$ cat src/rtl/tmds_pkg.sv
// Shared TMDS definitions: control-token codes, lock FSM states and the
// stage-1 transition-minimisation rule used by both encoder and decoder.
package tmds_pkg;

    localparam logic [9:0] CTRL_00 = 10'h354;
    localparam logic [9:0] CTRL_01 = 10'h0AB;
    localparam logic [9:0] CTRL_10 = 10'h154;
    localparam logic [9:0] CTRL_11 = 10'h2AB;

    typedef enum logic {
        UNLOCKED = 1'b0,
        LOCKED   = 1'b1
    } lock_state_t;

    // Expected q[8] for a byte: 0 selects the XNOR chain, 1 the XOR chain.
    function automatic logic tm_min_q8(input logic [7:0] data);
        logic [3:0] n1;
        n1 = 4'd0;
        for (int i = 0; i < 8; i++) begin
            n1 = n1 + {3'd0, data[i]};
        end
        if ((n1 > 4'd4) || ((n1 == 4'd4) && (data[0] == 1'b0))) begin
            return 1'b0;
        end
        return 1'b1;
    endfunction

endpackage

$ cat src/rtl/tmds_if.sv
// Symbol stream into the decoder and decoded stream/status out of it.
//
// Handshake: valid-only, no back-pressure. A symbol is taken on every
// rising clk edge where valid_in is 1. valid_out qualifies data_out,
// ctrl_out, de_out and err_out exactly two cycles later; locked_out,
// err_count_out and state_dbg are status and are meaningful every cycle.
interface tmds_if;
    import tmds_pkg::*;

    logic [9:0]  tmds_in;
    logic        valid_in;
    logic [7:0]  data_out;
    logic [1:0]  ctrl_out;
    logic        de_out;
    logic        valid_out;
    logic        err_out;
    logic        locked_out;
    logic [15:0] err_count_out;
    lock_state_t state_dbg;

    modport master (
        output tmds_in, valid_in,
        input  data_out, ctrl_out, de_out, valid_out, err_out,
        input  locked_out, err_count_out, state_dbg
    );

    modport slave (
        input  tmds_in, valid_in,
        output data_out, ctrl_out, de_out, valid_out, err_out,
        output locked_out, err_count_out, state_dbg
    );

endinterface

$ cat src/rtl/tmds_symbol_decode.sv
// Combinational second-stage decode: undoes the XOR/XNOR chain and flags
// symbols whose q[8] disagrees with what an encoder would have chosen.
module tmds_symbol_decode
    import tmds_pkg::*;
(
    input  logic [7:0] i_d,
    input  logic       i_q8,
    output logic [7:0] o_data,
    output logic       o_err
);

    logic [7:0] w_data;

    // Invert the stage-1 chain: each bit is recovered from adjacent d bits.
    always_comb begin
        w_data    = 8'd0;
        w_data[0] = i_d[0];
        for (int i = 1; i < 8; i++) begin
            w_data[i] = i_q8 ? (i_d[i] ^ i_d[i-1]) : ~(i_d[i] ^ i_d[i-1]);
        end
    end

    assign o_data = w_data;
    assign o_err  = (tm_min_q8(w_data) != i_q8);

endmodule

$ cat src/rtl/tmds_decoder.sv
// TMDS receive decoder for one channel: 2-stage pipeline, control-token
// classification, encoding-rule check, link-lock FSM and error counter.
module tmds_decoder
    import tmds_pkg::*;
#(
    parameter int LOCK_TOKENS = 8,
    parameter int ERR_LIMIT   = 4
)(
    input  logic clk_in,
    input  logic rst_in,
    tmds_if.slave bus
);

    localparam int TOK_W = $clog2(LOCK_TOKENS + 1);
    localparam int RUN_W = $clog2(ERR_LIMIT + 1);

    // Stage 1 registers
    logic        r_s1_valid;
    logic        r_s1_ctrl;
    logic [1:0]  r_s1_tok;
    logic [7:0]  r_s1_d;
    logic        r_s1_q8;

    // Stage 2 / output registers
    logic        r_valid_out;
    logic [7:0]  r_data_out;
    logic [1:0]  r_ctrl_out;
    logic        r_de_out;
    logic        r_err_out;
    logic [15:0] r_err_count;

    // Lock FSM
    lock_state_t      r_state;
    lock_state_t      w_state_nxt;
    logic [TOK_W-1:0] r_tok_cnt;
    logic [TOK_W-1:0] w_tok_nxt;
    logic [RUN_W-1:0] r_err_run;
    logic [RUN_W-1:0] w_run_nxt;

    logic        w_is_ctrl;
    logic [1:0]  w_tok;
    logic [7:0]  w_dec_data;
    logic        w_dec_err;
    logic        w_data_err;

    // Exact-match classification of the incoming symbol as a control token.
    always_comb begin
        w_is_ctrl = 1'b1;
        w_tok     = 2'b00;
        case (bus.tmds_in)
            CTRL_00: w_tok = 2'b00;
            CTRL_01: w_tok = 2'b01;
            CTRL_10: w_tok = 2'b10;
            CTRL_11: w_tok = 2'b11;
            default: w_is_ctrl = 1'b0;
        endcase
    end

    // Stage 1: capture the symbol; payload only loads on valid cycles.
    always_ff @(posedge clk_in) begin
        if (rst_in) begin
            r_s1_valid <= 1'b0;
            r_s1_ctrl  <= 1'b0;
            r_s1_tok   <= 2'b00;
            r_s1_d     <= 8'd0;
            r_s1_q8    <= 1'b0;
        end else begin
            r_s1_valid <= bus.valid_in;
            if (bus.valid_in) begin
                r_s1_ctrl <= w_is_ctrl;
                r_s1_tok  <= w_tok;
                r_s1_d    <= bus.tmds_in[9] ? ~bus.tmds_in[7:0] : bus.tmds_in[7:0];
                r_s1_q8   <= bus.tmds_in[8];
            end
        end
    end

    tmds_symbol_decode u_symbol_decode (
        .i_d    (r_s1_d),
        .i_q8   (r_s1_q8),
        .o_data (w_dec_data),
        .o_err  (w_dec_err)
    );

    assign w_data_err = r_s1_valid && !r_s1_ctrl && w_dec_err;

    // Lock FSM next state; it advances on the same edge that publishes the
    // symbol, so locked_out changes together with valid_out.
    always_comb begin
        w_state_nxt = r_state;
        w_tok_nxt   = r_tok_cnt;
        w_run_nxt   = r_err_run;
        if (r_s1_valid) begin
            case (r_state)
                UNLOCKED: begin
                    w_run_nxt = '0;
                    if (r_s1_ctrl) begin
                        if (r_tok_cnt == TOK_W'(LOCK_TOKENS - 1)) begin
                            w_state_nxt = LOCKED;
                            w_tok_nxt   = '0;
                        end else begin
                            w_tok_nxt = r_tok_cnt + TOK_W'(1);
                        end
                    end else begin
                        w_tok_nxt = '0;
                    end
                end
                LOCKED: begin
                    w_tok_nxt = '0;
                    if (w_data_err) begin
                        if (r_err_run == RUN_W'(ERR_LIMIT - 1)) begin
                            w_state_nxt = UNLOCKED;
                            w_run_nxt   = '0;
                        end else begin
                            w_run_nxt = r_err_run + RUN_W'(1);
                        end
                    end else begin
                        w_run_nxt = '0;
                    end
                end
                default: begin
                    w_state_nxt = UNLOCKED;
                    w_tok_nxt   = '0;
                    w_run_nxt   = '0;
                end
            endcase
        end
    end

    // Lock FSM state and run counters.
    always_ff @(posedge clk_in) begin
        if (rst_in) begin
            r_state   <= UNLOCKED;
            r_tok_cnt <= '0;
            r_err_run <= '0;
        end else begin
            r_state   <= w_state_nxt;
            r_tok_cnt <= w_tok_nxt;
            r_err_run <= w_run_nxt;
        end
    end

    // Stage 2: publish decoded symbol; fields hold across bubbles.
    always_ff @(posedge clk_in) begin
        if (rst_in) begin
            r_valid_out <= 1'b0;
            r_data_out  <= 8'd0;
            r_ctrl_out  <= 2'b00;
            r_de_out    <= 1'b0;
            r_err_out   <= 1'b0;
        end else begin
            r_valid_out <= r_s1_valid;
            r_err_out   <= 1'b0;
            if (r_s1_valid) begin
                if (r_s1_ctrl) begin
                    r_de_out   <= 1'b0;
                    r_ctrl_out <= r_s1_tok;
                    r_data_out <= 8'd0;
                end else begin
                    r_de_out   <= 1'b1;
                    r_data_out <= w_dec_data;
                    r_err_out  <= w_dec_err;
                end
            end
        end
    end

    // Saturating count of errored data symbols, independent of lock state.
    always_ff @(posedge clk_in) begin
        if (rst_in) begin
            r_err_count <= 16'd0;
        end else if (w_data_err && (r_err_count != 16'hFFFF)) begin
            r_err_count <= r_err_count + 16'd1;
        end
    end

    assign bus.valid_out     = r_valid_out;
    assign bus.data_out      = r_data_out;
    assign bus.ctrl_out      = r_ctrl_out;
    assign bus.de_out        = r_de_out;
    assign bus.err_out       = r_err_out;
    assign bus.err_count_out = r_err_count;
    assign bus.locked_out    = (r_state == LOCKED);
    assign bus.state_dbg     = r_state;

endmodule

$ cat src/flat_wrapper.sv
// flat-port wrapper written by rule: the top's interface ports become plain ports
module tmds_decoder_flat import tmds_pkg::*;
#(
    parameter int LOCK_TOKENS = 8,
    parameter int ERR_LIMIT   = 4
)
  (clk_in, rst_in, bus_tmds_in, bus_valid_in, bus_data_out, bus_ctrl_out, bus_de_out, bus_valid_out, bus_err_out, bus_locked_out, bus_err_count_out, bus_state_dbg);
  tmds_if bus_i ();
  input  logic clk_in;
  input  logic rst_in;
  input wire logic [$bits(bus_i.tmds_in)-1:0] bus_tmds_in;
  input wire logic [$bits(bus_i.valid_in)-1:0] bus_valid_in;
  output wire logic [$bits(bus_i.data_out)-1:0] bus_data_out;
  output wire logic [$bits(bus_i.ctrl_out)-1:0] bus_ctrl_out;
  output wire logic [$bits(bus_i.de_out)-1:0] bus_de_out;
  output wire logic [$bits(bus_i.valid_out)-1:0] bus_valid_out;
  output wire logic [$bits(bus_i.err_out)-1:0] bus_err_out;
  output wire logic [$bits(bus_i.locked_out)-1:0] bus_locked_out;
  output wire logic [$bits(bus_i.err_count_out)-1:0] bus_err_count_out;
  output wire logic [$bits(bus_i.state_dbg)-1:0] bus_state_dbg;
  assign bus_i.tmds_in = bus_tmds_in;
  assign bus_i.valid_in = bus_valid_in;
  assign bus_data_out = bus_i.data_out;
  assign bus_ctrl_out = bus_i.ctrl_out;
  assign bus_de_out = bus_i.de_out;
  assign bus_valid_out = bus_i.valid_out;
  assign bus_err_out = bus_i.err_out;
  assign bus_locked_out = bus_i.locked_out;
  assign bus_err_count_out = bus_i.err_count_out;
  assign bus_state_dbg = bus_i.state_dbg;
  tmds_decoder #(.LOCK_TOKENS(LOCK_TOKENS), .ERR_LIMIT(ERR_LIMIT)) u_core (.clk_in(clk_in), .rst_in(rst_in), .bus(bus_i));
endmodule
$ cat config.mk
export PLATFORM = sky130hd
export DESIGN_NAME = tmds_decoder_flat
export DESIGN_NICKNAME = d
export VERILOG_FILES = /design/src/rtl/tmds_pkg.sv /design/src/rtl/tmds_if.sv /design/src/rtl/tmds_symbol_decode.sv /design/src/rtl/tmds_decoder.sv /design/src/flat_wrapper.sv
export SDC_FILE = /design/constraint.sdc
export NUM_CORES = 1
export LEC_CHECK = 0
export CAP_MARGIN = 20
export CORE_AREA = 3 3 78 80
export DETAILED_ROUTE_END_ITERATION = 10
export DIE_AREA = 0 0 81 83
export PLACE_DENSITY_LB_ADDON = 0.15
export SLEW_MARGIN = 40
export SYNTH_ARGS = -nofsm -noshare
export SYNTH_HDL_FRONTEND = slang
export SYNTH_SLANG_ARGS = --single-unit
$ cat constraint.sdc
create_clock -name clk_in -period 4.58 [get_ports clk_in]
set_input_delay 0.916 -clock clk_in [delete_from_list [all_inputs] [get_ports clk_in]]
set_output_delay 0.916 -clock clk_in [all_outputs]
set_load 0.03 [all_outputs]
==> flow_summary.json, run 1 <==
{
  "run_status": "finished clean",
  "die_w_um": 81,
  "antenna_found_initial": 0,
  "clk_pin_slew_ps": 90,
  "ys_warn_count": 0,
  "path_delay_family": "adder cells",
  "overflow": 0,
  "dp_hpwl_um": 3930,
  "crit_path_cell_trace": "xnor2_1 > xnor2_1 > fa_1 > fa_1 > fa_1 > inv_1 > ha_2 > fa_2 > nor3b_2 > o22ai_2 > mux2_4 > nor4bb_4 > mux2_2",
  "path_buf_inv": 1,
  "synth.avg_cell_area_um2": 8.73,
  "place.gp.congestion": 0.840,
  "vdd_drop_max_uv": 246,
  "clk_path_buf_depth": 2,
  "tightest_slew_ps": 754,
  "hp-start": "u_core.r_err_run[2]",
  "maxCapViolations": 0,
  "startpoint": "u_core.r_s1_d[1]",
  "area_growth_pct": 30.0,
  "grt_use_total_pct": 17.8,
  "num_io_pins": 44,
  "cp-start-kind": "flop",
  "synth_top_area_share_pct": 38.7,
  "setup_viol": 0,
  "synth_edf_count": 0,
  "grt_pass1_wl_um": 9550,
  "total_power_mw": 1.24,
  "cp_common_cell": "fa_1",
  "worst_ep_required_time_ps": 4780,
  "core-area_mm2": 0.00547,
  "synthFlopType": "dfxtp_1",
  "dieArea_mm2": 0.00672,
  "synth_cells": 296,
  "synth_area_leaders": "dfxtp_1, xnor2_1, nor2_1",
  "drive_above_1_share_pct": 14.9,
  "vias": 2207,
  "core.rowCount": 27,
  "worstSetupEndpointType": "flop",
  "syn_nets": 319,
  "slew_headroom_pct": 49.6,
  "hold_path_class": "flop to flop",
  "yosys_register_bits": 50,
  "ys_seq_area_share_pct": 38.7,
  "min_period_over_period_pct": 98.5,
  "crit_path_max_incr_delay_ps": 530,
  "syn_area_mm2": 0.00258,
  "period_minus_slack_ps": 4510,
  "routedWlPerCell_um": 13.3,
  "numCtsBuffers": 5,
  "cts_tree": "yes",
  "synthTopCellsByCount": "dfxtp_1, nor2_1, nand2_1",
  "num_antenna_cells": 0,
  "crit_type": "flop to flop",
  "crit_fanout": 6,
  "grt_pass1_vias": 2027,
  "viasPerCell": 5.25,
  "slew_viol_final": 0,
  "ant_nets": 0,
  "clk_latency_ps": 310,
  "start_util_pct": 47.2,
  "remaining_drc_errors": 0,
  "finalWirelength_um": 5570,
  "grt_max_degree": 28,
  "portBuffers": 43,
  "leakage_nw": 1.22,
  "synthDistinctLibCells": 40,
  "cts_hold_buf": 0,
  "setup_tns_ps": 0,
  "nNetsFinal": 370,
  "finalHoldViolations": 0,
  "fmax_mhz": 222,
  "powerDensity_mw_per_mm2": 368,
  "r2r_start": "u_core.r_s1_d[1]",
  "skew_ps": 6.05,
  "cts.sinks": 50,
  "drt_iter0_drc": 150,
  "die_y_um": 83,
  "htree_levels": 2,
  "async_reset_ff_share_pct": 0,
  "yosysMostFrequentCell": "dfxtp_1",
  "cp_slowest_cell": "fa_2",
  "critPathArrivalTime_ps": 4710,
  "first_pass_iters": 5,
  "yosys.area.top_type": "dfxtp_1",
  "root_buffer": "clkbuf_8"
}
[logic make-up after synthesis]
kind of cell    count (synthesis)  share of synthesized area (%)
compound gates                 43                           10.0
mux                            18                           7.60
flops                          50                           38.7
simple gates                  128                           26.4
buf+inv                        27                           4.50
fa+ha+maj                      10                           6.00
xor+xnor                       20                           6.78
[stage by stage]
stage	utilization [%]	std cells	setup WS (ps)	hold WS, ps	cell area, µm²
finish	61.4	420	70.1	469	3360
global route	61.4	420	-62.1	487	3360
CTS	59.5	417	11.9	473	3260
detailed placement	57.1	406	-73.8	460	3120
global placement	57.2	406	-4.26	456	3130
floorplan	-	296	19.7	448	2600
[final cells by class]
cell class / instances / area [µm²]
Fill cell: 512 / 2110
Clock inverter: 1 / 5.00
Inverter: 9 / 33.8
Tap cell: 72 / 90.1
Sequential cell: 50 / 1010
Timing Repair Buffer: 61 / 564
Multi-Input combinational cell: 220 / 1570
Clock buffer: 7 / 86.3
[cells in the final DEF (no fill, tap or decap), drive strengths merged, types with 2 or more instances in the layout]
cell type | Yosys | final
a21oi | 17 | 17
nor2 | 40 | 40
nor2b | 12 | 12
xor2 | 2 | 2
mux2i | 8 | 8
clkdlybuf4s50 | 0 | 42
o21ai | 10 | 10
ha | 6 | 6
nor4bb | 3 | 3
fa | 4 | 4
nor4b | 3 | 3
xnor2 | 18 | 18
nand4 | 7 | 7
a211oi | 10 | 10
nor3b | 5 | 5
and2 | 3 | 3
inv | 9 | 9
or3 | 6 | 6
buf | 5 | 19
nand2b | 6 | 6
dfxtp | 50 | 50
clkbuf | 13 | 7
or4 | 5 | 5
nand2 | 21 | 21
and3 | 2 | 2
nand3b | 4 | 4
mux2 | 10 | 11
nand3 | 8 | 8
[report_power, final]
part	total [mW]	switching (mW)	internal (mW)
registers	0.478	0.0223	0.455
logic	0.495	0.247	0.247
clock network	0.265	0.143	0.122
total	1.24	0.412	0.825
[registers in the layout, summed over array words and instances (netlist names), 2 cells and up]
name / cells
u_core.bus.err_count_out: 16
u_core.bus.data_out: 8
u_core.r_s1_d: 8
u_core.r_tok_cnt: 4
u_core.r_err_run: 3
u_core.bus.ctrl_out: 2
u_core.r_s1_tok: 2
[layer usage]
metal / routed length, µm / vias to the layer above / track usage [%] / part of all wire (%)
met3: 205 / 7 / 3.15 / 3.7
li1: - / 1125 / - / -
met2: 2610 / 45 / 27.0 / 47
met1: 2660 / 1030 / 24.9 / 48
met5: 0 / - / 0 / 0
met4: 91 / 0 / 6.91 / 1.6
[final timing paths]
path                                  to  slack [ps]  depth (start not counted)
max          u_core.bus.err_count_out[7]          70                         13
min                  u_core.r_err_run[2]         470                          1
max reg2reg  u_core.bus.err_count_out[7]          70                         13
min reg2reg          u_core.r_err_run[2]         470                          1
[what timing repair did]
| item | CTS | global route |
|---|---|---|
| gates cloned | 1 | 0 |
| pin swaps | 0 | 7 |
| setup endpoints to repair | 16 | 18 |
| resized for setup | 4 | 16 |
| setup buffers | 2 | 3 |
(Power assumes the default switching activity.)
==> inputs of run 2 (changes only) <==
Settings changed: HOLD_SLACK_MARGIN from default to 0.02.
==> results of run 2 <==
No change in the layout: final DEF, timing and power equal those of run 1.
